==> src/rtl/dcache_mem_ctrl_if.sv <==
// Line-miss bus between the data cache and its memory controller, plus the
// byte-wide single-port RAM bus the controller drives.
interface dcache_mem_ctrl_if #(
    parameter int BLOCK_WIDTH = 4
);
    localparam int BLOCK_SIZE = 2**BLOCK_WIDTH;

    logic                      readyIn;
    logic                      miss;
    logic [31:BLOCK_WIDTH]     missAddr;
    logic                      readWriteIn;
    logic [BLOCK_SIZE*8-1:0]   writeBackIn;
    logic                      memDataValid;
    logic [31:BLOCK_WIDTH]     memAddr;
    logic [BLOCK_SIZE*8-1:0]   memDataOut;
    logic                      acceptWrite;
    logic [7:0]                ramDataIn;
    logic [7:0]                ramDataOut;
    logic [31:0]               ramAddr;
    logic                      ramWrite;

    modport master (
        output readyIn, miss, missAddr, readWriteIn, writeBackIn, ramDataIn,
        input  memDataValid, memAddr, memDataOut, acceptWrite,
        input  ramDataOut, ramAddr, ramWrite
    );

    modport slave (
        input  readyIn, miss, missAddr, readWriteIn, writeBackIn, ramDataIn,
        output memDataValid, memAddr, memDataOut, acceptWrite,
        output ramDataOut, ramAddr, ramWrite
    );
endinterface

==> src/rtl/dcache_mem_ctrl.sv <==
// Serves data-cache line fills and writebacks as byte-serial RAM accesses.
// Optional request statistics counters are enabled with DCACHE_MEM_STATS_EN.
module dcache_mem_ctrl #(
    parameter int BLOCK_WIDTH = 4
) (
    input  logic        clkIn,
    input  logic        resetIn,
`ifdef DCACHE_MEM_STATS_EN
    output logic [31:0] fillCount,
    output logic [31:0] writeBackCount,
`endif
    dcache_mem_ctrl_if.slave bus
);
    localparam int BLOCK_SIZE = 2**BLOCK_WIDTH;
    localparam int LINE_BITS  = BLOCK_SIZE * 8;
    localparam int LINE_AW    = 32 - BLOCK_WIDTH;
    localparam logic [BLOCK_WIDTH:0] CNT_FULL = (BLOCK_WIDTH+1)'(BLOCK_SIZE);
    localparam logic [BLOCK_WIDTH:0] CNT_LAST = (BLOCK_WIDTH+1)'(BLOCK_SIZE - 1);

    typedef enum logic [1:0] {IDLE, READ, WRITE, DONE} state_t;

    state_t                 state_q, state_d;
    logic [BLOCK_WIDTH:0]   cnt_q, cnt_d;
    logic [LINE_AW-1:0]     line_addr_q, line_addr_d;
    logic                   rd_q, rd_d;
    logic [LINE_BITS-1:0]   line_buf_q, line_buf_d;
    logic                   mem_data_valid_q, mem_data_valid_d;
    logic                   accept_write_q, accept_write_d;
    logic [LINE_AW-1:0]     mem_addr_q, mem_addr_d;
    logic [LINE_BITS-1:0]   mem_data_out_q, mem_data_out_d;
    logic [7:0]             ram_data_out_q, ram_data_out_d;
    logic [31:0]            ram_addr_q, ram_addr_d;
    logic                   ram_write_q, ram_write_d;

    logic [BLOCK_WIDTH-1:0] cnt_lo, next_lo, cap_idx;
    logic [7:0]             line_byte [BLOCK_SIZE];

    generate
        for (genvar gi = 0; gi < BLOCK_SIZE; gi++) begin : g_byte
            assign line_byte[gi] = line_buf_q[gi*8 +: 8];
        end
    endgenerate

    assign cnt_lo  = cnt_q[BLOCK_WIDTH-1:0];
    assign next_lo = cnt_lo + 1'b1;
    // At cnt == BLOCK_SIZE the low bits are zero, so this wraps to the last byte.
    assign cap_idx = cnt_lo - 1'b1;

    always_comb begin
        state_d          = state_q;
        cnt_d            = cnt_q;
        line_addr_d      = line_addr_q;
        rd_d             = rd_q;
        line_buf_d       = line_buf_q;
        mem_data_valid_d = 1'b0;
        accept_write_d   = 1'b0;
        mem_addr_d       = mem_addr_q;
        mem_data_out_d   = mem_data_out_q;
        ram_data_out_d   = ram_data_out_q;
        ram_addr_d       = ram_addr_q;
        ram_write_d      = ram_write_q;

        case (state_q)
            IDLE: begin
                ram_write_d = 1'b0;
                ram_addr_d  = '0;
                if (bus.miss) begin
                    line_addr_d = bus.missAddr;
                    rd_d        = bus.readWriteIn;
                    line_buf_d  = bus.writeBackIn;
                    cnt_d       = '0;
                    ram_addr_d  = {bus.missAddr, {BLOCK_WIDTH{1'b0}}};
                    if (bus.readWriteIn) begin
                        state_d = READ;
                    end else begin
                        state_d        = WRITE;
                        ram_write_d    = 1'b1;
                        ram_data_out_d = bus.writeBackIn[7:0];
                    end
                end
            end
            READ: begin
                cnt_d = cnt_q + 1'b1;
                // RAM read data lags the address by one cycle.
                if (cnt_q != '0) begin
                    line_buf_d[{cap_idx, 3'b000} +: 8] = bus.ramDataIn;
                end
                if (cnt_q == CNT_FULL) begin
                    state_d          = DONE;
                    cnt_d            = cnt_q;
                    mem_data_valid_d = 1'b1;
                    mem_addr_d       = line_addr_q;
                    mem_data_out_d   = line_buf_d;
                    ram_addr_d       = '0;
                end else if (cnt_q < CNT_LAST) begin
                    ram_addr_d = {line_addr_q, next_lo};
                end
            end
            WRITE: begin
                if (cnt_q == CNT_LAST) begin
                    state_d        = DONE;
                    accept_write_d = 1'b1;
                    mem_addr_d     = line_addr_q;
                    ram_write_d    = 1'b0;
                    ram_addr_d     = '0;
                    ram_data_out_d = '0;
                end else begin
                    cnt_d          = cnt_q + 1'b1;
                    ram_addr_d     = {line_addr_q, next_lo};
                    ram_data_out_d = line_byte[next_lo];
                end
            end
            DONE: begin
                state_d = IDLE;
            end
            default: begin
                state_d = IDLE;
            end
        endcase
    end

    always_ff @(posedge clkIn or negedge resetIn) begin
        if (!resetIn) begin
            state_q          <= IDLE;
            cnt_q            <= '0;
            line_addr_q      <= '0;
            rd_q             <= 1'b0;
            line_buf_q       <= '0;
            mem_data_valid_q <= 1'b0;
            accept_write_q   <= 1'b0;
            mem_addr_q       <= '0;
            mem_data_out_q   <= '0;
            ram_data_out_q   <= '0;
            ram_addr_q       <= '0;
            ram_write_q      <= 1'b0;
        end else if (bus.readyIn) begin
            state_q          <= state_d;
            cnt_q            <= cnt_d;
            line_addr_q      <= line_addr_d;
            rd_q             <= rd_d;
            line_buf_q       <= line_buf_d;
            mem_data_valid_q <= mem_data_valid_d;
            accept_write_q   <= accept_write_d;
            mem_addr_q       <= mem_addr_d;
            mem_data_out_q   <= mem_data_out_d;
            ram_data_out_q   <= ram_data_out_d;
            ram_addr_q       <= ram_addr_d;
            ram_write_q      <= ram_write_d;
        end
    end

    assign bus.memDataValid = mem_data_valid_q;
    assign bus.acceptWrite  = accept_write_q;
    assign bus.memAddr      = mem_addr_q;
    assign bus.memDataOut   = mem_data_out_q;
    assign bus.ramDataOut   = ram_data_out_q;
    assign bus.ramAddr      = ram_addr_q;
    // A stalled write must not be repeated by the RAM.
    assign bus.ramWrite     = ram_write_q & bus.readyIn;

`ifdef DCACHE_MEM_STATS_EN
    logic [31:0] fill_count_q, fill_count_d;
    logic [31:0] wb_count_q, wb_count_d;

    always_comb begin
        fill_count_d = fill_count_q + {31'd0, mem_data_valid_d};
        wb_count_d   = wb_count_q + {31'd0, accept_write_d};
    end

    always_ff @(posedge clkIn or negedge resetIn) begin
        if (!resetIn) begin
            fill_count_q <= '0;
            wb_count_q   <= '0;
        end else if (bus.readyIn) begin
            fill_count_q <= fill_count_d;
            wb_count_q   <= wb_count_d;
        end
    end

    assign fillCount      = fill_count_q;
    assign writeBackCount = wb_count_q;
`endif
endmodule

==> src/flat_wrapper.sv <==
// flat-port wrapper written by rule: the top's interface ports become plain ports
module dcache_mem_ctrl_flat 
#(
    parameter int BLOCK_WIDTH = 4
)
  (clkIn, resetIn, bus_readyIn, bus_miss, bus_missAddr, bus_readWriteIn, bus_writeBackIn, bus_ramDataIn, bus_memDataValid, bus_memAddr, bus_memDataOut, bus_acceptWrite, bus_ramDataOut, bus_ramAddr, bus_ramWrite);
  dcache_mem_ctrl_if #(.BLOCK_WIDTH(BLOCK_WIDTH)) bus_i ();
  input  logic clkIn;
  input  logic resetIn;
  input wire logic [$bits(bus_i.readyIn)-1:0] bus_readyIn;
  input wire logic [$bits(bus_i.miss)-1:0] bus_miss;
  input wire logic [$bits(bus_i.missAddr)-1:0] bus_missAddr;
  input wire logic [$bits(bus_i.readWriteIn)-1:0] bus_readWriteIn;
  input wire logic [$bits(bus_i.writeBackIn)-1:0] bus_writeBackIn;
  input wire logic [$bits(bus_i.ramDataIn)-1:0] bus_ramDataIn;
  output wire logic [$bits(bus_i.memDataValid)-1:0] bus_memDataValid;
  output wire logic [$bits(bus_i.memAddr)-1:0] bus_memAddr;
  output wire logic [$bits(bus_i.memDataOut)-1:0] bus_memDataOut;
  output wire logic [$bits(bus_i.acceptWrite)-1:0] bus_acceptWrite;
  output wire logic [$bits(bus_i.ramDataOut)-1:0] bus_ramDataOut;
  output wire logic [$bits(bus_i.ramAddr)-1:0] bus_ramAddr;
  output wire logic [$bits(bus_i.ramWrite)-1:0] bus_ramWrite;
  assign bus_i.readyIn = bus_readyIn;
  assign bus_i.miss = bus_miss;
  assign bus_i.missAddr = bus_missAddr;
  assign bus_i.readWriteIn = bus_readWriteIn;
  assign bus_i.writeBackIn = bus_writeBackIn;
  assign bus_i.ramDataIn = bus_ramDataIn;
  assign bus_memDataValid = bus_i.memDataValid;
  assign bus_memAddr = bus_i.memAddr;
  assign bus_memDataOut = bus_i.memDataOut;
  assign bus_acceptWrite = bus_i.acceptWrite;
  assign bus_ramDataOut = bus_i.ramDataOut;
  assign bus_ramAddr = bus_i.ramAddr;
  assign bus_ramWrite = bus_i.ramWrite;
  dcache_mem_ctrl #(.BLOCK_WIDTH(BLOCK_WIDTH)) u_core (.clkIn(clkIn), .resetIn(resetIn), .bus(bus_i));
endmodule
==> config.mk <==
export PLATFORM = sky130hd
export DESIGN_NAME = dcache_mem_ctrl_flat
export DESIGN_NICKNAME = d
export VERILOG_FILES = /design/src/rtl/dcache_mem_ctrl_if.sv /design/src/rtl/dcache_mem_ctrl.sv /design/src/flat_wrapper.sv
export SDC_FILE = /design/constraint.sdc
export NUM_CORES = 1
export LEC_CHECK = 0
export ABC_AREA = 0
export CAP_MARGIN = 20
export CORE_ASPECT_RATIO = 0.75
export CORE_MARGIN = 1.5
export CORE_UTILIZATION = 40
export DETAILED_ROUTE_END_ITERATION = 10
export MAX_ROUTING_LAYER = met4
export PLACE_DENSITY = 0.65
export SLEW_MARGIN = 20
export SYNTH_ARGS = -nofsm -noshare
export SYNTH_HDL_FRONTEND = slang
export SYNTH_SLANG_ARGS = --single-unit
==> constraint.sdc <==
create_clock -name clkIn -period 4.15 [get_ports clkIn]
set_clock_uncertainty 0.05 [all_clocks]
set_input_delay 0.6225 -clock clkIn [delete_from_list [all_inputs] [get_ports clkIn]]
set_output_delay 0.6225 -clock clkIn [all_outputs]
set_load 0.01 [all_outputs]
==> metrics.txt, run 1 <==
Slowest cell on crit path or3_1; Worst slew margin 20.6%; area share of xor/xnor cells in the synthesized design 0.244%; Async SR Flop Fraction 100%; fmax 0.269 GHz; CTS root buffer clkbuf_16; nets@finish 2209; Synth Area in Adders 0.789%; fin cells ~2600; Clk Latency, worst-skew pair 0.55 ns; area grow syn2layout 33.6%; total gr overflow 0; GP Congestion 1.01; core area 0.0432 mm^2; Synth Area in Compound Gates 19.3%; input/output buffers 367; RSZ-0062 raised after global routing no; VDD IR max 0.000405 V; vias per inst 6.13; Avg WL per Cell 27.6 um; number of global-route vias before repair 15637; Synth Area in Simple Gates 13.3%; CTS buffer count 40; worst hold-check path type input port to asynchronous set/reset pin; Mapped Cells 1678; Critical Path Start Type flop; Pwr per Cell Area 815 mW/mm^2; mux contribution to synthesized area approximately a tenth; Die X 244 um; status complete, no violations; Max Cap Violations 0; first-pass GRT wire length 106000 um; crit path max fanout 11; drt initial violations a little over 2000; Worst-path clk slew approximately 0.060 ns; final hold vios 0; kind of critical path flop to flop; TritonRoute pass-1 iters 9; Critical Path AT 4.08 ns; slew at the pin closest to its max-slew limit roughly 1.2 ns; Setup TNS Final 0 ns; clock period minus worst slack 3.71 ns; final WL around 73000 um; CTS Sinks 362; die footprint ~0.045 mm^2; CTS tree yes; Top Ports ~370; initial antenna violation count 4; main combinational cell family by area after synthesis compound AO/OA/AOI/OAI gates; syn avg cell area 10.4 um^2; Syn Nets between 1500 and 2000; register area share after synthesis 51.9%; Req. time, crit path 4.51 ns; post-synthesis cell area 0.0174 mm^2; CP peak stage delay 0.66 ns; initial core utilization 40.4%; Netlist cell types 59; HPWL after DPL 54200 um; via count 16181; fin util 53.9%; DRT antenna net count 0; setup violators final 0; row count 66; post-CTS resize count 0; Placed Instances 2564; crit-path cells inv_1, ha_1, xnor2_2, a311oi_2, nor2_1, or3_1, a21o_1, a221o_1; Tcrit/Tclk final 89.5%; Ys Warns 0; Clock Path Buffers 3; largest net degree at the start of global routing 102; All-Layer GR Usage roughly 33%; share of cells above drive strength 1 roughly an eighth; chip height 184 um; CTS H-tree depth 2; post-CTS setup buffer count 0; cell leakage power 9.86 nW; CP Capture Type flop; CTS Hold Bufs 0; Post-synth EDFFs 0; Seq cells post-synth 362; top_reg_cell synth dfrtp_1; # DRC 0; max-slew violations 0
## worst max-delay path: cells and delay by family, from the launching register on
kind | cells | cell delay (ns)
AOI/OAI and AO/OA | 3 | 1.34
and+or+nand+nor | 2 | 0.88
DFF | 1 | 0.57
adders and majority gates | 1 | 0.31
xor gates and xnor gates | 1 | 0.27
buffers and inverters | 1 | 0.15
## per-stage QoR
step	setup WS, ns	hold slack [ns]	total power, mW	area [um^2]
2_1_floorplan	0.607	0.277	10.8	17400
4_1_cts	0.542	0.108	18.8	23300
6_report	0.436	0.0435	19.0	23300
3_5_place_dp	0.580	0.405	15.0	21900
3_3_place_gp	0.593	0.407	14.8	21900
5_1_grt	0.299	0.116	19.8	23300
## flip-flops by register name (all words and copies together), names as in the netlist
signal and count:
u_core.bus.acceptWrite 1, u_core.bus.memAddr 28, u_core.bus.memDataOut 128, u_core.bus.memDataValid 1
u_core.bus.ramAddr 32, u_core.bus.ramDataOut 8, u_core.cnt_q 5, u_core.line_addr_q 28
u_core.line_buf_q 128, u_core.ram_write_q 1, u_core.state_q 2
## layout by cell type, fill, tap and decap left out, types with 41 or more instances in the layout
cell type and count:
clkdlybuf4s50_1 366, dfrtp_1 361, nand2_1 221, nor2_1 120, o21ai_0 94, a21oi_1 90
buf_4 67, nand3_1 61, a22oi_1 57, mux2_2 57, mux2i_1 49, clkbuf_16 42
inv_1 41
## routing by layer
metal | GRT usage [%] | vias up | share of wire [%]
li1 | - | 6902 | -
met1 | 46.7 | 8135 | 43
met2 | 45.4 | 1005 | 43
met3 | 8.92 | 139 | 11
met4 | 10.3 | 0 | 2.8
met5 | - | - | 0
## synthesized netlist by cell type (7+ instances only)
cell type    n  area [um^2]
dfrtp_1    362         9060
nand2_1    222          833
nor2_1     122          458
clkbuf_1   109          409
o21ai_0     94          470
a21oi_1     91          455
nand3_1     61          305
a22oi_1     57          428
mux2_2      57          642
mux2i_1     49          490
inv_1       41          154
a221o_1     34          340
o22ai_1     33          206
mux4_2      32          721
a22o_1      27          236
o221a_2     26          293
and3_1      21          131
a21o_1      19          143
nor3_1      18         90.1
nand2b_1    17          106
a2bb2oi_1   15          131
a221oi_1    14          123
and2_1      14         87.6
buf_2       13         65.1
a31oi_1     12         75.1
nor3b_1     12         90.1
a222oi_1    11          110
ha_1        11          138
o211ai_1    11         82.6
a32oi_1      8         70.1
nor2b_1      8         50.1
o221ai_1     7         61.3
## logic make-up after synthesis
family,after synthesis
buf+inv,169
flops,362
mux,138
xor+xnor,4
compound gates,477
simple gates,517
fa+ha+maj,11
## layout make-up
class                           count  area [um^2]
Clock inverter                     12          175
Inverter                           41          154
Tap cell                          578          723
Sequential cell                   362         9060
Antenna cell                        3         7.51
Timing Repair Buffer              437         4230
Fill cell                        3812        19900
Clock buffer                       60         1190
Multi-Input combinational cell   1147         7760
## path summary, 6_finish.rpt
| kind | end | cells after the start | from | slack [ns] |
|---|---|---|---|---|
| worst max-delay path | u_core.line_buf_q[35] | 8 | u_core.cnt_q[1] | 0.44 |
| worst min-delay path | u_core.bus.memAddr[22] | 1 | resetIn | 0.04 |
| worst max register to register | u_core.line_buf_q[35] | 8 | u_core.cnt_q[1] | 0.44 |
| worst min register to register | u_core.bus.memDataOut[97] | 2 | u_core.bus.memDataOut[97] | 0.41 |
| max in group asynchronous | u_core.line_buf_q[56] | 2 | resetIn | 2.92 |
| min in group clkIn | u_core.bus.memDataOut[97] | 2 | u_core.bus.memDataOut[97] | 0.41 |
## power breakdown
group | internal (mW) | switching [mW]
registers | 5.05 | 1.64
clock network | 2.23 | 1.50
logic | 4.05 | 4.51
Power figures use the tool's default switching activity.
==> inputs of run 2 (changes only) <==
- GPL_TIMING_DRIVEN: not set -> 0
==> metrics.txt, run 2 (same netlist as run 1, synthesis figures left out) <==
final hold vios 0 (unchanged); input/output buffers 360 (was 367); HPWL after DPL 60200 um (was 54200 um); clock share of power 18.9% (was 19.7%); nets@finish 2275 (was 2209); final WL 79300 um (was 72700 um); Critical path buffers and inverters 5 (was 1); crit path max fanout 10 (was 11); Crit path max-delay family compound AO/OA/AOI/OAI gates (unchanged); drt initial violations 2224 (was 2046); row count 66 (unchanged); initial antenna violation count 3 (was 4); Clock Path Buffers 3 (unchanged); Worst-path clk slew 0.06 ns (about the same); All-Layer GR Usage 35.6% (was 32.9%); slew at the pin closest to its max-slew limit 1.28 ns (was 1.19 ns); switch share 41.9% (was 40.3%); setup violators final 0 (unchanged); fin cells 2708 (was 2640); NetSw 8.24 mW (was 7.65 mW); die footprint 0.0449 mm^2 (unchanged); DRT antenna net count 0 (unchanged); share of cells above drive strength 1 12.9% (was 13.0%); total gr overflow 0 (unchanged); CTS tree yes (unchanged); Slowest cell on crit path o22ai_1 (was or3_1); # DRC 1 (was 0); Die X 244 um (unchanged); Pwr per Cell Area 831 mW/mm^2 (was 815 mW/mm^2); number of global-route vias before repair 15771 (was 15637); kind of critical path flop to flop (unchanged); Req. time, crit path 4.53 ns (was 4.51 ns); CTS root buffer clkbuf_16 (unchanged); CP Capture Type flop (unchanged); initial core utilization 40.4% (unchanged); max-slew violations 0 (unchanged); chip height 184 um (unchanged); VDD IR max 0.000407 V (was 0.000405 V); CTS Sinks 362 (unchanged); crit-path cells buf_2, buf_4, buf_6, clkinvlp_4, ha_1, nor3b_1, a311o_1, o22ai_1, clkbuf_2, o21ai_0, a21oi_1, nor2_1 (was inv_1, ha_1, xnor2_2, a311oi_2, nor2_1, or3_1, a21o_1, a221o_1); clock period minus worst slack 4.07 ns (was 3.71 ns); fmax 0.246 GHz (was 0.269 GHz); Worst slew margin 14.4% (was 20.6%); status complete, but fails checks (was complete, no violations); violated checks DRC; CTS buffer count 40 (unchanged); Clk Latency, worst-skew pair 0.56 ns (was 0.55 ns); CTS H-tree depth 2 (unchanged); worst-case reg-to-reg path depth 12 (was 8); setup slack, reg-to-reg 0.08 ns (was 0.44 ns); vias per inst 6.14 (was 6.13); most common cell after layout, fill and taps aside dfrtp_1 (was clkdlybuf4s50_1); Critical Path AT 4.45 ns (was 4.08 ns); Max Cap Violations 0 (unchanged); Avg WL per Cell 29.3 um (was 27.6 um); cell leakage power 9.86 nW (about the same); Tcrit/Tclk final 98.1% (was 89.5%); area grow syn2layout 35.5% (was 33.6%); Top Ports 368 (unchanged); TritonRoute pass-1 iters 10 (was 9); RR Startpoint u_core.cnt_q[0] (was u_core.cnt_q[1]); worst hold-check path type input port to asynchronous set/reset pin (unchanged); via count 16640 (was 16181); PnR Total Power 19.7 mW (was 19.0 mW); GP Congestion 1.03 (was 1.01); Comb pwr share 47.9% (was 45.1%); r2r endpoint u_core.bus.memDataOut[58] (was u_core.line_buf_q[35]); CP peak stage delay 0.55 ns (was 0.66 ns); Reg power frac 33.2% (was 35.3%); first-pass GRT wire length 112000 um (was 106000 um); commonest cells after routing, fill and taps aside dfrtp_1, clkdlybuf4s50_1, nand2_1, nor2_1, clkbuf_1 (was clkdlybuf4s50_1, dfrtp_1, nand2_1, nor2_1, o21ai_0); internal power consumption 11.4 mW (was 11.3 mW); core area 0.0432 mm^2 (unchanged); Placed Instances 2619 (was 2564); Layout fillers 3804 (was 3812); Critical Path Start Type flop (unchanged); largest net degree at the start of global routing 98 (was 102)
run 2: changes by cell type in the layout (fill, tap and decap cells not counted), moves of 5 or more:
cell	previous run	this run
clkbuf_2	0	12
clkbuf_8	7	12
a21oi_1	90	83
buf_4	67	15
a21oi_2	0	6
buf_2	1	10
nor3_1	17	11
clkbuf_1	11	101
clkdlybuf4s50_1	366	359
buf_1	0	5
run 2: per-stage QoR:
step	utilization, %	TNS (ns)	hold slack [ns]	instance area (um^2)	worst slack (ns)
global route	54.7	-0.00320	0.0826	23600	-0.00199
detailed placement	50.6	-119.18	0.409	21900	-0.840
global placement	50.4	-5087.91	0.407	21800	-13.76
CTS	54.4	-0.0227	0.0489	23500	-0.0199
finish	54.7	0	0.00709	23600	0.0796
floorplan	-	0	0.277	17400	0.607
run 2: how the worst max path moves through the flow:
stage / slack [ns] / start / end / depth (start not counted)
6_report: 0.08 / u_core.cnt_q[0] / u_core.bus.memDataOut[58] / 12
5_1_grt: -0.002 / u_core.cnt_q[0] / u_core.line_buf_q[12] / 12
4_1_cts: -0.02 / u_core.cnt_q[0] / u_core.bus.memDataOut[89] / 13
3_5_place_dp: -0.84 / u_core.cnt_q[0] / u_core.line_buf_q[111] / 11
3_3_place_gp: -13.76 / resetIn / u_core.line_buf_q[51] / 1
2_1_floorplan: 0.61 / u_core.cnt_q[0] / u_core.line_buf_q[100] / 11
run 2: repair_timing:
action	in CTS	in global routing
setup endpoints to repair	265	254
resized for setup	44	27
hold buffers	0	0
setup buffers	10	4
pin swaps	5	1
run 2: metal layers:
metal | GRT usage, % | vias up | share of wire, %
li1 | - | 7031 | -
met1 | 49.1 | 8368 | 42
met2 | 47.8 | 1083 | 42
met3 | 13.3 | 158 | 13
met4 | 11.9 | 0 | 3.4
met5 | - | - | 0
run 2: final cells by class:
class / count / area [um^2] / share of cell area (%)
clock inverters: 13 / 131 / 0.556
diodes: 4 / 10.0 / 0.0423
inverters: 41 / 158 / 0.667
flip-flops and latches: 362 / 9060 / 38.3
well taps: 578 / 723 / 3.06
clock buffers: 60 / 1220 / 5.15
multi-input cells: 1147 / 8010 / 33.9
plain buffers: 125 / 515 / 2.18
repair buffers: 378 / 3820 / 16.2
run 2: power by group through the flow:
stage                     Combinational [mW]  Sequential [mW]  Clock [mW]
after floorplan                         4.55             6.25           0
after global placement                  8.62             6.44           0
after detailed placement                8.70             6.47           0
after CTS                               9.10             6.43        3.74
after global routing                    9.88             6.64        3.87
final                                   9.41             6.53        3.71
